<file path="config.mk">
export PLATFORM = sky130hd
export DESIGN_NAME = ddr_rw_arbiter_flat
export DESIGN_NICKNAME = d
export VERILOG_FILES = /design/src/rtl/ddr_rw_arbiter_if.sv /design/src/rtl/ddr_rw_arbiter.sv /design/src/flat_wrapper.sv
export SDC_FILE = /design/constraint.sdc
export NUM_CORES = 1
export LEC_CHECK = 0
export CORE_MARGIN = 2
export CORE_UTILIZATION = 56
export DETAILED_ROUTE_END_ITERATION = 8
export GPL_ROUTABILITY_DRIVEN = 0
export PLACE_DENSITY_LB_ADDON = 0.05
export SLEW_MARGIN = 0
export SYNTH_ARGS = -nofsm -noshare
export SYNTH_HDL_FRONTEND = slang
export SYNTH_SLANG_ARGS = --single-unit
</file>
<file path="constraint.sdc">
create_clock -name clk -period 7.54 [get_ports clk]
set_input_delay 0.754 -clock clk [delete_from_list [all_inputs] [get_ports clk]]
set_output_delay 0.754 -clock clk [all_outputs]
set_load 0.005 [all_outputs]
</file>
<file path="src/rtl/ddr_rw_arbiter_if.sv">
// ddr_rw_arbiter_if
//  Burst handshake between the DDR read/write arbiter and the two AXI burst
//  engines (write master and read master).
//  Signals:
//   axi_wr_start  one-cycle pulse that launches a write burst
//   axi_wr_addr   write burst byte address (30 bits)
//   axi_wr_len    write burst AXI LEN (beats = LEN+1)
//   axi_wr_done   write burst complete (B response accepted)
//   axi_rd_start  one-cycle pulse that launches a read burst
//   axi_rd_addr   read burst byte address (30 bits)
//   axi_rd_len    read burst AXI LEN (beats = LEN+1)
//   axi_rd_done   read burst complete (last R beat accepted)
//  Modports: master = arbiter side, slave = AXI engine side.
interface ddr_rw_arbiter_if;
  logic        axi_wr_start;
  logic [29:0] axi_wr_addr;
  logic [7:0]  axi_wr_len;
  logic        axi_wr_done;
  logic        axi_rd_start;
  logic [29:0] axi_rd_addr;
  logic [7:0]  axi_rd_len;
  logic        axi_rd_done;

  modport master (
    output axi_wr_start, axi_wr_addr, axi_wr_len,
    input  axi_wr_done,
    output axi_rd_start, axi_rd_addr, axi_rd_len,
    input  axi_rd_done
  );

  modport slave (
    input  axi_wr_start, axi_wr_addr, axi_wr_len,
    output axi_wr_done,
    input  axi_rd_start, axi_rd_addr, axi_rd_len,
    output axi_rd_done
  );
endinterface

</file>
<file path="src/rtl/ddr_rw_arbiter.sv">
// ddr_rw_arbiter
//  Schedules DDR3 bursts between the write path (write FIFO -> AXI write
//  master) and the read path (AXI read master -> read FIFO). One burst is
//  outstanding at a time; when both paths are ready the grant alternates.
//  Each direction walks a wrapping address window [beg_addr, end_addr].
//  Ports:
//   clk, rst_n          controller clock, asynchronous active-low reset
//   calib_done          DDR3 calibration complete
//   wr_/rd_beg_addr     region start byte address
//   wr_/rd_end_addr     region last valid byte address
//   wr_/rd_burst_len    AXI LEN for the next burst
//   rd_mem_enable       allows the read path to request
//   wr_fifo_cnt         beats available in the write FIFO
//   rd_fifo_cnt         beats stored in the read FIFO
//   axi                 burst handshake (master modport)
//   wr_busy, rd_busy    a burst of that direction is outstanding
module ddr_rw_arbiter #(
  parameter int AXI_DATA_W    = 64,
  parameter int FIFO_CNT_W    = 10,
  parameter int RD_FIFO_DEPTH = 512
) (
  input  logic                  clk,
  input  logic                  rst_n,
  input  logic                  calib_done,
  input  logic [29:0]           wr_beg_addr,
  input  logic [29:0]           wr_end_addr,
  input  logic [7:0]            wr_burst_len,
  input  logic [29:0]           rd_beg_addr,
  input  logic [29:0]           rd_end_addr,
  input  logic [7:0]            rd_burst_len,
  input  logic                  rd_mem_enable,
  input  logic [FIFO_CNT_W-1:0] wr_fifo_cnt,
  input  logic [FIFO_CNT_W-1:0] rd_fifo_cnt,
  ddr_rw_arbiter_if.master      axi,
  output logic                  wr_busy,
  output logic                  rd_busy
);

  localparam int   BYTES    = AXI_DATA_W / 8;
  localparam logic GRANT_WR = 1'b0;
  localparam logic GRANT_RD = 1'b1;

  typedef enum logic [2:0] {IDLE, WR_REQ, WR_WAIT, RD_REQ, RD_WAIT} state_t;

  state_t      state_reg, state_next;
  logic        last_grant_reg;
  logic [29:0] wr_ptr_reg, rd_ptr_reg;
  logic [29:0] wr_addr_reg, rd_addr_reg;
  logic [7:0]  wr_len_reg, rd_len_reg;
  // Window bounds captured at grant so mid-burst config edits cannot
  // disturb the pointer advance of the outstanding burst.
  logic [29:0] wr_beg_reg, wr_end_reg, rd_beg_reg, rd_end_reg;
  logic        wr_busy_reg, rd_busy_reg;
  logic        wr_start, rd_start;
  logic        wr_req, rd_req, grant_wr, grant_rd;
  logic        wr_finish, rd_finish;

  // Advance by one burst; wrap to beg when the following burst would
  // run past the last valid byte.
  function automatic logic [29:0] next_ptr(input logic [29:0] p,
                                           input logic [7:0]  len,
                                           input logic [29:0] beg,
                                           input logic [29:0] last);
    logic [29:0] step;
    step = (30'(len) + 30'd1) * 30'(BYTES);
    if (p + (step << 1) - 30'd1 > last) next_ptr = beg;
    else                                next_ptr = p + step;
  endfunction

  // Read room is checked as cnt+beats <= depth to avoid a negative free count.
  assign wr_req = calib_done &&
                  (32'(wr_fifo_cnt) >= 32'(wr_burst_len) + 32'd1);
  assign rd_req = calib_done && rd_mem_enable &&
                  (32'(rd_fifo_cnt) + 32'(rd_burst_len) + 32'd1 <= 32'(RD_FIFO_DEPTH));

  assign grant_wr = (state_reg == IDLE) && wr_req && (!rd_req || last_grant_reg == GRANT_RD);
  assign grant_rd = (state_reg == IDLE) && rd_req && (!wr_req || last_grant_reg == GRANT_WR);

  assign wr_finish = (state_reg == WR_WAIT) && axi.axi_wr_done;
  assign rd_finish = (state_reg == RD_WAIT) && axi.axi_rd_done;

  always_ff @(posedge clk or negedge rst_n) begin
    if (!rst_n) state_reg <= IDLE;
    else        state_reg <= state_next;
  end

  always_comb begin
    state_next = state_reg;
    wr_start   = 1'b0;
    rd_start   = 1'b0;
    case (state_reg)
      IDLE: begin
        if (grant_wr)      state_next = WR_REQ;
        else if (grant_rd) state_next = RD_REQ;
      end
      WR_REQ: begin
        wr_start   = 1'b1;
        state_next = WR_WAIT;
      end
      WR_WAIT: if (axi.axi_wr_done) state_next = IDLE;
      RD_REQ: begin
        rd_start   = 1'b1;
        state_next = RD_WAIT;
      end
      RD_WAIT: if (axi.axi_rd_done) state_next = IDLE;
      default: state_next = IDLE;
    endcase
  end

  always_ff @(posedge clk or negedge rst_n) begin
    if (!rst_n) begin
      last_grant_reg <= GRANT_RD;
      wr_ptr_reg     <= '0;
      rd_ptr_reg     <= '0;
      wr_addr_reg    <= '0;
      rd_addr_reg    <= '0;
      wr_len_reg     <= '0;
      rd_len_reg     <= '0;
      wr_beg_reg     <= '0;
      wr_end_reg     <= '0;
      rd_beg_reg     <= '0;
      rd_end_reg     <= '0;
      wr_busy_reg    <= 1'b0;
      rd_busy_reg    <= 1'b0;
    end else begin
      if (grant_wr) begin
        wr_addr_reg    <= wr_ptr_reg;
        wr_len_reg     <= wr_burst_len;
        wr_beg_reg     <= wr_beg_addr;
        wr_end_reg     <= wr_end_addr;
        wr_busy_reg    <= 1'b1;
        last_grant_reg <= GRANT_WR;
      end else if (grant_rd) begin
        rd_addr_reg    <= rd_ptr_reg;
        rd_len_reg     <= rd_burst_len;
        rd_beg_reg     <= rd_beg_addr;
        rd_end_reg     <= rd_end_addr;
        rd_busy_reg    <= 1'b1;
        last_grant_reg <= GRANT_RD;
      end

      if (wr_finish) wr_busy_reg <= 1'b0;
      if (rd_finish) rd_busy_reg <= 1'b0;

      // Reload beats advance: an uncalibrated (or disabled) path restarts
      // from the top of its window.
      if (!calib_done)    wr_ptr_reg <= wr_beg_addr;
      else if (wr_finish) wr_ptr_reg <= next_ptr(wr_ptr_reg, wr_len_reg, wr_beg_reg, wr_end_reg);

      if (!calib_done || !rd_mem_enable) rd_ptr_reg <= rd_beg_addr;
      else if (rd_finish) rd_ptr_reg <= next_ptr(rd_ptr_reg, rd_len_reg, rd_beg_reg, rd_end_reg);
    end
  end

  assign axi.axi_wr_start = wr_start;
  assign axi.axi_wr_addr  = wr_addr_reg;
  assign axi.axi_wr_len   = wr_len_reg;
  assign axi.axi_rd_start = rd_start;
  assign axi.axi_rd_addr  = rd_addr_reg;
  assign axi.axi_rd_len   = rd_len_reg;
  assign wr_busy          = wr_busy_reg;
  assign rd_busy          = rd_busy_reg;

endmodule

</file>
<file path="src/flat_wrapper.sv">
// flat-port wrapper written by rule: the top's interface ports become plain ports
module ddr_rw_arbiter_flat 
#(
  parameter int AXI_DATA_W    = 64,
  parameter int FIFO_CNT_W    = 10,
  parameter int RD_FIFO_DEPTH = 512
)
  (clk, rst_n, calib_done, wr_beg_addr, wr_end_addr, wr_burst_len, rd_beg_addr, rd_end_addr, rd_burst_len, rd_mem_enable, wr_fifo_cnt, rd_fifo_cnt, wr_busy, rd_busy, axi_axi_wr_start, axi_axi_wr_addr, axi_axi_wr_len, axi_axi_wr_done, axi_axi_rd_start, axi_axi_rd_addr, axi_axi_rd_len, axi_axi_rd_done);
  ddr_rw_arbiter_if axi_i ();
  input  logic clk;
  input  logic rst_n;
  input  logic calib_done;
  input  logic [29:0] wr_beg_addr;
  input  logic [29:0] wr_end_addr;
  input  logic [7:0] wr_burst_len;
  input  logic [29:0] rd_beg_addr;
  input  logic [29:0] rd_end_addr;
  input  logic [7:0] rd_burst_len;
  input  logic rd_mem_enable;
  input  logic [FIFO_CNT_W-1:0] wr_fifo_cnt;
  input  logic [FIFO_CNT_W-1:0] rd_fifo_cnt;
  output logic wr_busy;
  output logic rd_busy;
  output wire logic [$bits(axi_i.axi_wr_start)-1:0] axi_axi_wr_start;
  output wire logic [$bits(axi_i.axi_wr_addr)-1:0] axi_axi_wr_addr;
  output wire logic [$bits(axi_i.axi_wr_len)-1:0] axi_axi_wr_len;
  input wire logic [$bits(axi_i.axi_wr_done)-1:0] axi_axi_wr_done;
  output wire logic [$bits(axi_i.axi_rd_start)-1:0] axi_axi_rd_start;
  output wire logic [$bits(axi_i.axi_rd_addr)-1:0] axi_axi_rd_addr;
  output wire logic [$bits(axi_i.axi_rd_len)-1:0] axi_axi_rd_len;
  input wire logic [$bits(axi_i.axi_rd_done)-1:0] axi_axi_rd_done;
  assign axi_axi_wr_start = axi_i.axi_wr_start;
  assign axi_axi_wr_addr = axi_i.axi_wr_addr;
  assign axi_axi_wr_len = axi_i.axi_wr_len;
  assign axi_i.axi_wr_done = axi_axi_wr_done;
  assign axi_axi_rd_start = axi_i.axi_rd_start;
  assign axi_axi_rd_addr = axi_i.axi_rd_addr;
  assign axi_axi_rd_len = axi_i.axi_rd_len;
  assign axi_i.axi_rd_done = axi_axi_rd_done;
  ddr_rw_arbiter #(.AXI_DATA_W(AXI_DATA_W), .FIFO_CNT_W(FIFO_CNT_W), .RD_FIFO_DEPTH(RD_FIFO_DEPTH)) u_core (.clk(clk), .rst_n(rst_n), .calib_done(calib_done), .wr_beg_addr(wr_beg_addr), .wr_end_addr(wr_end_addr), .wr_burst_len(wr_burst_len), .rd_beg_addr(rd_beg_addr), .rd_end_addr(rd_end_addr), .rd_burst_len(rd_burst_len), .rd_mem_enable(rd_mem_enable), .wr_fifo_cnt(wr_fifo_cnt), .rd_fifo_cnt(rd_fifo_cnt), .axi(axi_i), .wr_busy(wr_busy), .rd_busy(rd_busy));
endmodule
</file>
==> metrics.cfg, run 1 <==
[run_status]
status=finished, final reports clean

[route]
detail_route.drc_violations=0
drtPass1Iterations=6
viasPerCell=5.67
drt_wl_total_um=43000
drtAntennaViolNets=0
drt_iter0_markers=644
vias=13900
wire_per_inst_um=17.6

[critical_path]
cpPeakStageDelay_ps=440
crit_buf_inv=3
cp_top_family=compound AO/OA/AOI/OAI gates
cp_max_fo=34
crit_top_cell=ha_1
critPathArrivalTime_ps=6890
cp_slowest_cell=dfrtp_1
endpoint_kind=register
crit_type=reg -> reg
timing.critical_path.required_ps=7980
start_kind=register

[yosys]
synth_cell_types=75
synth.net_count=2169
synthTopCellsByCount=261 x dfrtp_1, 204 x inv_1, 202 x ha_1
synthArstFlopShare_pct=100
ys.flop_type=dfrtp_1
syn_inst=1800
synth_top_area_cell=dfrtp_1
synth_warnings=0
synthTopCellsByArea=dfrtp_1 37%, ha_1 14%, mux2_2 12%
avgSynthCellArea_um2=9.89
synth_top_area_share_pct=36.7
synthMostInstantiatedCell=dfrtp_1
synth_seq_area_share_pct=36.8
syn-cell-area_um2=17800
synth_edf_count=0
ys_seq_elements=262

[clocking]
root_buffer=clkbuf_16
cts_tree=yes
htree_levels=1
cts_sinks=262
ctsResizeCount=0
ctsHoldBuffers=0
insertion_delay_ps=560
clk_pin_slew_ps=60
cts_buffers=29
cts.path.max_buffers=3
post_cts_buffers=0

[die]
dieArea_um2=33200
core.rowCount=65
dieWidth_um=182
core-area_um2=31400
io_pins=242
start_util_pct=56.7
die_height_um=182

[sta]
slew_violations=0
rsz0062_at_grt=false
max_slew_margin_pct=25.8
skew_ps=17.7
worst_slew_pin_slew_ps=1110
post-route-min-period_ps=6450
fin_crit_sh_pct=85.5
finalHoldViolations=0
setup_viol=0
fmax_mhz=155
fin_tns_setup_ps=0

[finish]
synthToLayoutAreaGrowth_pct=21.1
drive_above_1_share_pct=13.1
final_core_utilization_pct=68.7
fin_nets=2394
n_fill_cell=2457

[global_route]
antenna_found_initial=4
grt_usage_pct=25.8
grt_first_pass_wirelength_um=70100
grt_pass1_vias=14000
grt_overflow=0
grt_max_degree=150

[power_and_ir_drop]
power.density_nw_per_um2=508
ir_worst_vdd_v=0.000367
leakage_nw=10.0
p_total_mw=10.9

[run]
max_cap_viol_count=0

[placed_design]
port_buffers=241
dp_hpwl_um=32200

[worst_hold_path]
hold_class=in -> async

==> logic make-up after synthesis <==
group	share of synthesized area, %
compound gates	14.8
simple gates	9.57
buf+inv	5.88
flops	36.8
mux	13.8
fa+ha+maj	14.8
xor+xnor	4.38
==> worst reg2reg max path, delay by kind of cell (launching register included) <==
| family | cells | cell delay, ps |
|---|---|---|
| DFF | 1 | 440 |
| xor gates and xnor gates | 2 | 400 |
| and+or+nand+nor | 9 | 1830 |
| AOI/OAI and AO/OA | 8 | 2030 |
| buffers and inverters | 3 | 500 |
| adders and majority gates | 4 | 1140 |
==> cells in the final DEF, fill, tap and decap left out, types with 16 or more instances in the layout <==
master / n
clkbuf_16: 29
nand4_1: 17
and3_1: 16
ha_1: 202
a21o_1: 60
nand2_1: 67
mux2i_1: 25
inv_1: 204
nand3_1: 49
o22ai_1: 16
mux2_2: 186
xnor2_1: 60
nor2_1: 106
clkdlybuf4s50_1: 240
a21oi_1: 133
nor3_1: 41
dfrtp_1: 261
o21ai_0: 75
o21a_1: 18
xor2_1: 29
==> power by group <==
| group | switching, mW | internal [mW] |
|---|---|---|
| sequential | 0.536 | 2.05 |
| clock | 0.584 | 0.862 |
| combinational | 3.58 | 3.34 |
==> per-layer routing <==
layer	routed length [µm]	track usage, %
met5	25	0
met2	21700	47.0
met3	1950	3.43
met4	1240	7.55
met1	18100	32.0
==> metrics by stage <==
stage / setup slack (ps) / std cells / hold slack, ps / area, µm²
after detailed placement: 1110 / 2396 / 469 / 20600
after CTS: 1060 / 2449 / 295 / 21600
after floorplan: 2180 / 1800 / 458 / 17800
final: 1090 / 2451 / 261 / 21600
after global placement: 1240 / 2396 / 462 / 20600
after global routing: 600 / 2449 / 327 / 21600
==> worst paths after layout <==
| path | cells after the start | start | endpoint | slack, ps |
|---|---|---|---|---|
| hold / removal | 1 | rst_n | u_core.axi.axi_rd_len[6] | 260 |
| min in group clk | 1 | u_core.rd_busy | u_core.rd_busy | 490 |
| setup reg to reg | 26 | u_core.axi.axi_rd_len[0] | u_core.rd_ptr_reg[25] | 1090 |
| setup / recovery | 26 | u_core.axi.axi_rd_len[0] | u_core.rd_ptr_reg[25] | 1090 |
| hold reg to reg | 1 | u_core.rd_busy | u_core.rd_busy | 490 |
| max in group asynchronous | 2 | rst_n | u_core.wr_end_reg[9] | 6000 |
==> layout make-up <==
class	instances	area [µm²]	area share, %
diodes	2	5.00	0.0232
clock buffers	37	816	3.78
clock inverters	16	161	0.749
inverters	204	766	3.55
multi-input cells	1275	10200	47.5
flip-flops and latches	262	6560	30.4
well taps	402	503	2.33
repair buffers	253	2520	11.7
No activity file was read; power rests on OpenSTA's default activity.
==> run 2, diff against run 1 <==
- CORE_UTILIZATION: 56 -> 30
==> run 2 against run 1 <==
First-iteration DRC count shrank 20%. Non-clock buffer count grew 4. Die area grew 84%. Routed wire length grew 19%. Sequential share of layout area shrank 0.98 points. Clock power grew 20%. Global-route usage shrank 9.0 points. Clock skew shrank 2.5 ps. Combinational power grew 2%.
==> metrics.cfg, run 2 (synthesis gave the netlist of run 1 again) <==
[power_and_ir_drop]
leakage_nw=10.1  ; was 10.0 nW
switching_share_pct=42.9  ; about the same
intPower_mw=6.50  ; was 6.25 mW
clockPowerShare_pct=15.3  ; was 13.2%
power.switching_mw=4.89  ; was 4.70 mW
power.density_nw_per_um2=511  ; was 508 nW/µm²
ir_worst_vdd_v=0.000214  ; was 0.000367 V
seq_power_share_pct=22.8  ; was 23.6%
power_frac_comb_pct=61.9  ; was 63.1%

[finish]
fin_nets=2404  ; was 2394
drive_above_1_share_pct=13.7  ; was 13.1%
final_core_utilization_pct=37.9  ; was 68.7%
n_antenna_cell=0  ; was 2
layout_commonest_cell=dfrtp_1  ; unchanged
final_area_um2=22300  ; was 21600 µm²
n_fill_cell=5984  ; was 2457
synthToLayoutAreaGrowth_pct=25.1  ; was 21.1%
layout_common_cells=261 x dfrtp_1, 240 x clkdlybuf4s50_1, 204 x inv_1  ; unchanged

[critical_path]
timing.critical_path.required_ps=7950  ; was 7980 ps
cp_max_fo=13  ; was 34
endpoint_kind=register  ; unchanged
crit_type=reg -> reg  ; unchanged
critPathArrivalTime_ps=6700  ; was 6890 ps
crit_top_cell=ha_1  ; unchanged
r2r_slack_ps=1240  ; was 1090 ps
rr_worst_depth=27  ; was 26
cpPeakStageDelay_ps=490  ; was 440 ps
r2r_start=u_core.axi.axi_wr_len[0]  ; was u_core.axi.axi_rd_len[0]
r2r-end=u_core.wr_ptr_reg[0]  ; was u_core.rd_ptr_reg[25]
start_kind=register  ; unchanged
cp_slowest_cell=a22oi_2  ; was dfrtp_1

[sta]
slew_violations=0  ; unchanged
rsz0062_at_grt=false  ; unchanged
fin_ws_ps=1240  ; was 1090 ps
max_slew_margin_pct=31.3  ; was 25.8%
fin_crit_sh_pct=83.5  ; was 85.5%
fin_tns_setup_ps=0  ; unchanged
post-route-min-period_ps=6300  ; was 6450 ps
setup_viol=0  ; unchanged
holdWs_ps=182  ; was 261 ps
fmax_mhz=159  ; was 155 MHz
worst_slew_pin_slew_ps=1020  ; was 1110 ps
finalHoldViolations=0  ; unchanged
skew_ps=15.2  ; was 17.7 ps

[global_route]
grt_first_pass_wirelength_um=80900  ; was 70100 µm
grt_usage_pct=16.8  ; was 25.8%
grt_max_degree=116  ; was 150
grt_overflow=0  ; unchanged
antenna_found_initial=2  ; was 4
grt_pass1_vias=14300  ; was 14000

[clocking]
cts_sinks=262  ; unchanged
root_buffer=clkbuf_16  ; unchanged
cts.path.max_buffers=3  ; unchanged
ctsResizeCount=0  ; unchanged
clk_pin_slew_ps=60  ; about the same
insertion_delay_ps=550  ; was 560 ps
cts_tree=yes  ; unchanged
cts_buffers=35  ; was 29
htree_levels=2  ; was 1
ctsHoldBuffers=0  ; unchanged
post_cts_buffers=0  ; unchanged

[run_status]
status=finished, final reports clean  ; unchanged

[die]
core.rowCount=89  ; was 65
start_util_pct=30.3  ; was 56.7%
io_pins=242  ; unchanged
dieArea_um2=61300  ; was 33200 µm²
die_height_um=248  ; was 182 µm
core-area_um2=58800  ; was 31400 µm²
dieWidth_um=248  ; was 182 µm

[worst_hold_path]
hold_class=in -> async  ; unchanged

[route]
wire_per_inst_um=18.0  ; was 17.6 µm
drt_iter0_markers=517  ; was 644
detail_route.drc_violations=0  ; unchanged
drt_wl_total_um=51100  ; was 43000 µm
vias=13800  ; was 13900
viasPerCell=4.86  ; was 5.67
drtAntennaViolNets=0  ; unchanged
drtPass1Iterations=5  ; was 6

[placed_design]
port_buffers=241  ; unchanged
pre_cts_ws_ps=1250  ; was 1110 ps
dp_hpwl_um=38800  ; was 32200 µm
postPlaceCellArea_um2=21100  ; was 20600 µm²

[run]
max_cap_viol_count=0  ; unchanged

-- run 2: worst max path at each step --
stage | from | cells after the start | slack [ps] | to
floorplan | u_core.axi.axi_wr_len[0] | 27 | 2180 | u_core.wr_ptr_reg[25]
global route | u_core.axi.axi_wr_len[0] | 25 | 750 | u_core.wr_ptr_reg[0]
finish | u_core.axi.axi_wr_len[0] | 27 | 1240 | u_core.wr_ptr_reg[0]
detailed placement | u_core.axi.axi_wr_len[0] | 27 | 1250 | u_core.wr_ptr_reg[0]
global placement | u_core.axi.axi_wr_len[0] | 27 | 1390 | u_core.wr_ptr_reg[0]
CTS | u_core.axi.axi_wr_len[0] | 27 | 1200 | u_core.wr_ptr_reg[0]
-- run 2: per-layer routing --
layer  routed length (µm)  up-vias  share of wire, %  GRT usage [%]
li1                     -     6833                 -              -
met1                22400     6670                44           20.9
met2                25500      198                50           30.0
met3                 2130       58               4.2           2.92
met4                 1050        4               2.1           4.49
met5                   24        -             0.047              0
-- run 2: power groups by stage --
stage | sequential (mW) | combinational, mW | clock, mW
after floorplan | 2.45 | 5.09 | 0
after global placement | 2.62 | 7.08 | 0
after detailed placement | 2.64 | 7.15 | 0
after CTS | 2.62 | 7.20 | 1.81
after global routing | 2.71 | 8.04 | 1.86
final | 2.60 | 7.05 | 1.74
-- run 2: area by class of cell --
type / instances / area, µm² / share of cell area (%)
Sequential cell: 262 / 6560 / 29.4
Clock inverter: 11 / 114 / 0.511
Tap cell: 773 / 967 / 4.34
Multi-Input combinational cell: 1275 / 10200 / 45.9
Inverter: 204 / 766 / 3.44
Clock buffer: 52 / 1090 / 4.90
Timing Repair Buffer: 257 / 2550 / 11.4
-- run 2: critical path: cells and delay by family, from the launching register on --
kind                     cells  cell delay (ps)
AO/OA/AOI/OAI               11             2490
buffers and inverters        3              430
adder cells (fa/ha/maj)      3              910
multiplexers                 1              220
AND/OR/NAND/NOR              7             1310
XOR/XNOR                     2              330
flip-flops                   1              450
-- run 2: metrics by stage --
stage	total power, mW	cells
detailed placement	9.78	2771
global placement	9.70	2771
global route	12.6	2834
floorplan	7.54	1800
CTS	11.6	2834
finish	11.4	2834
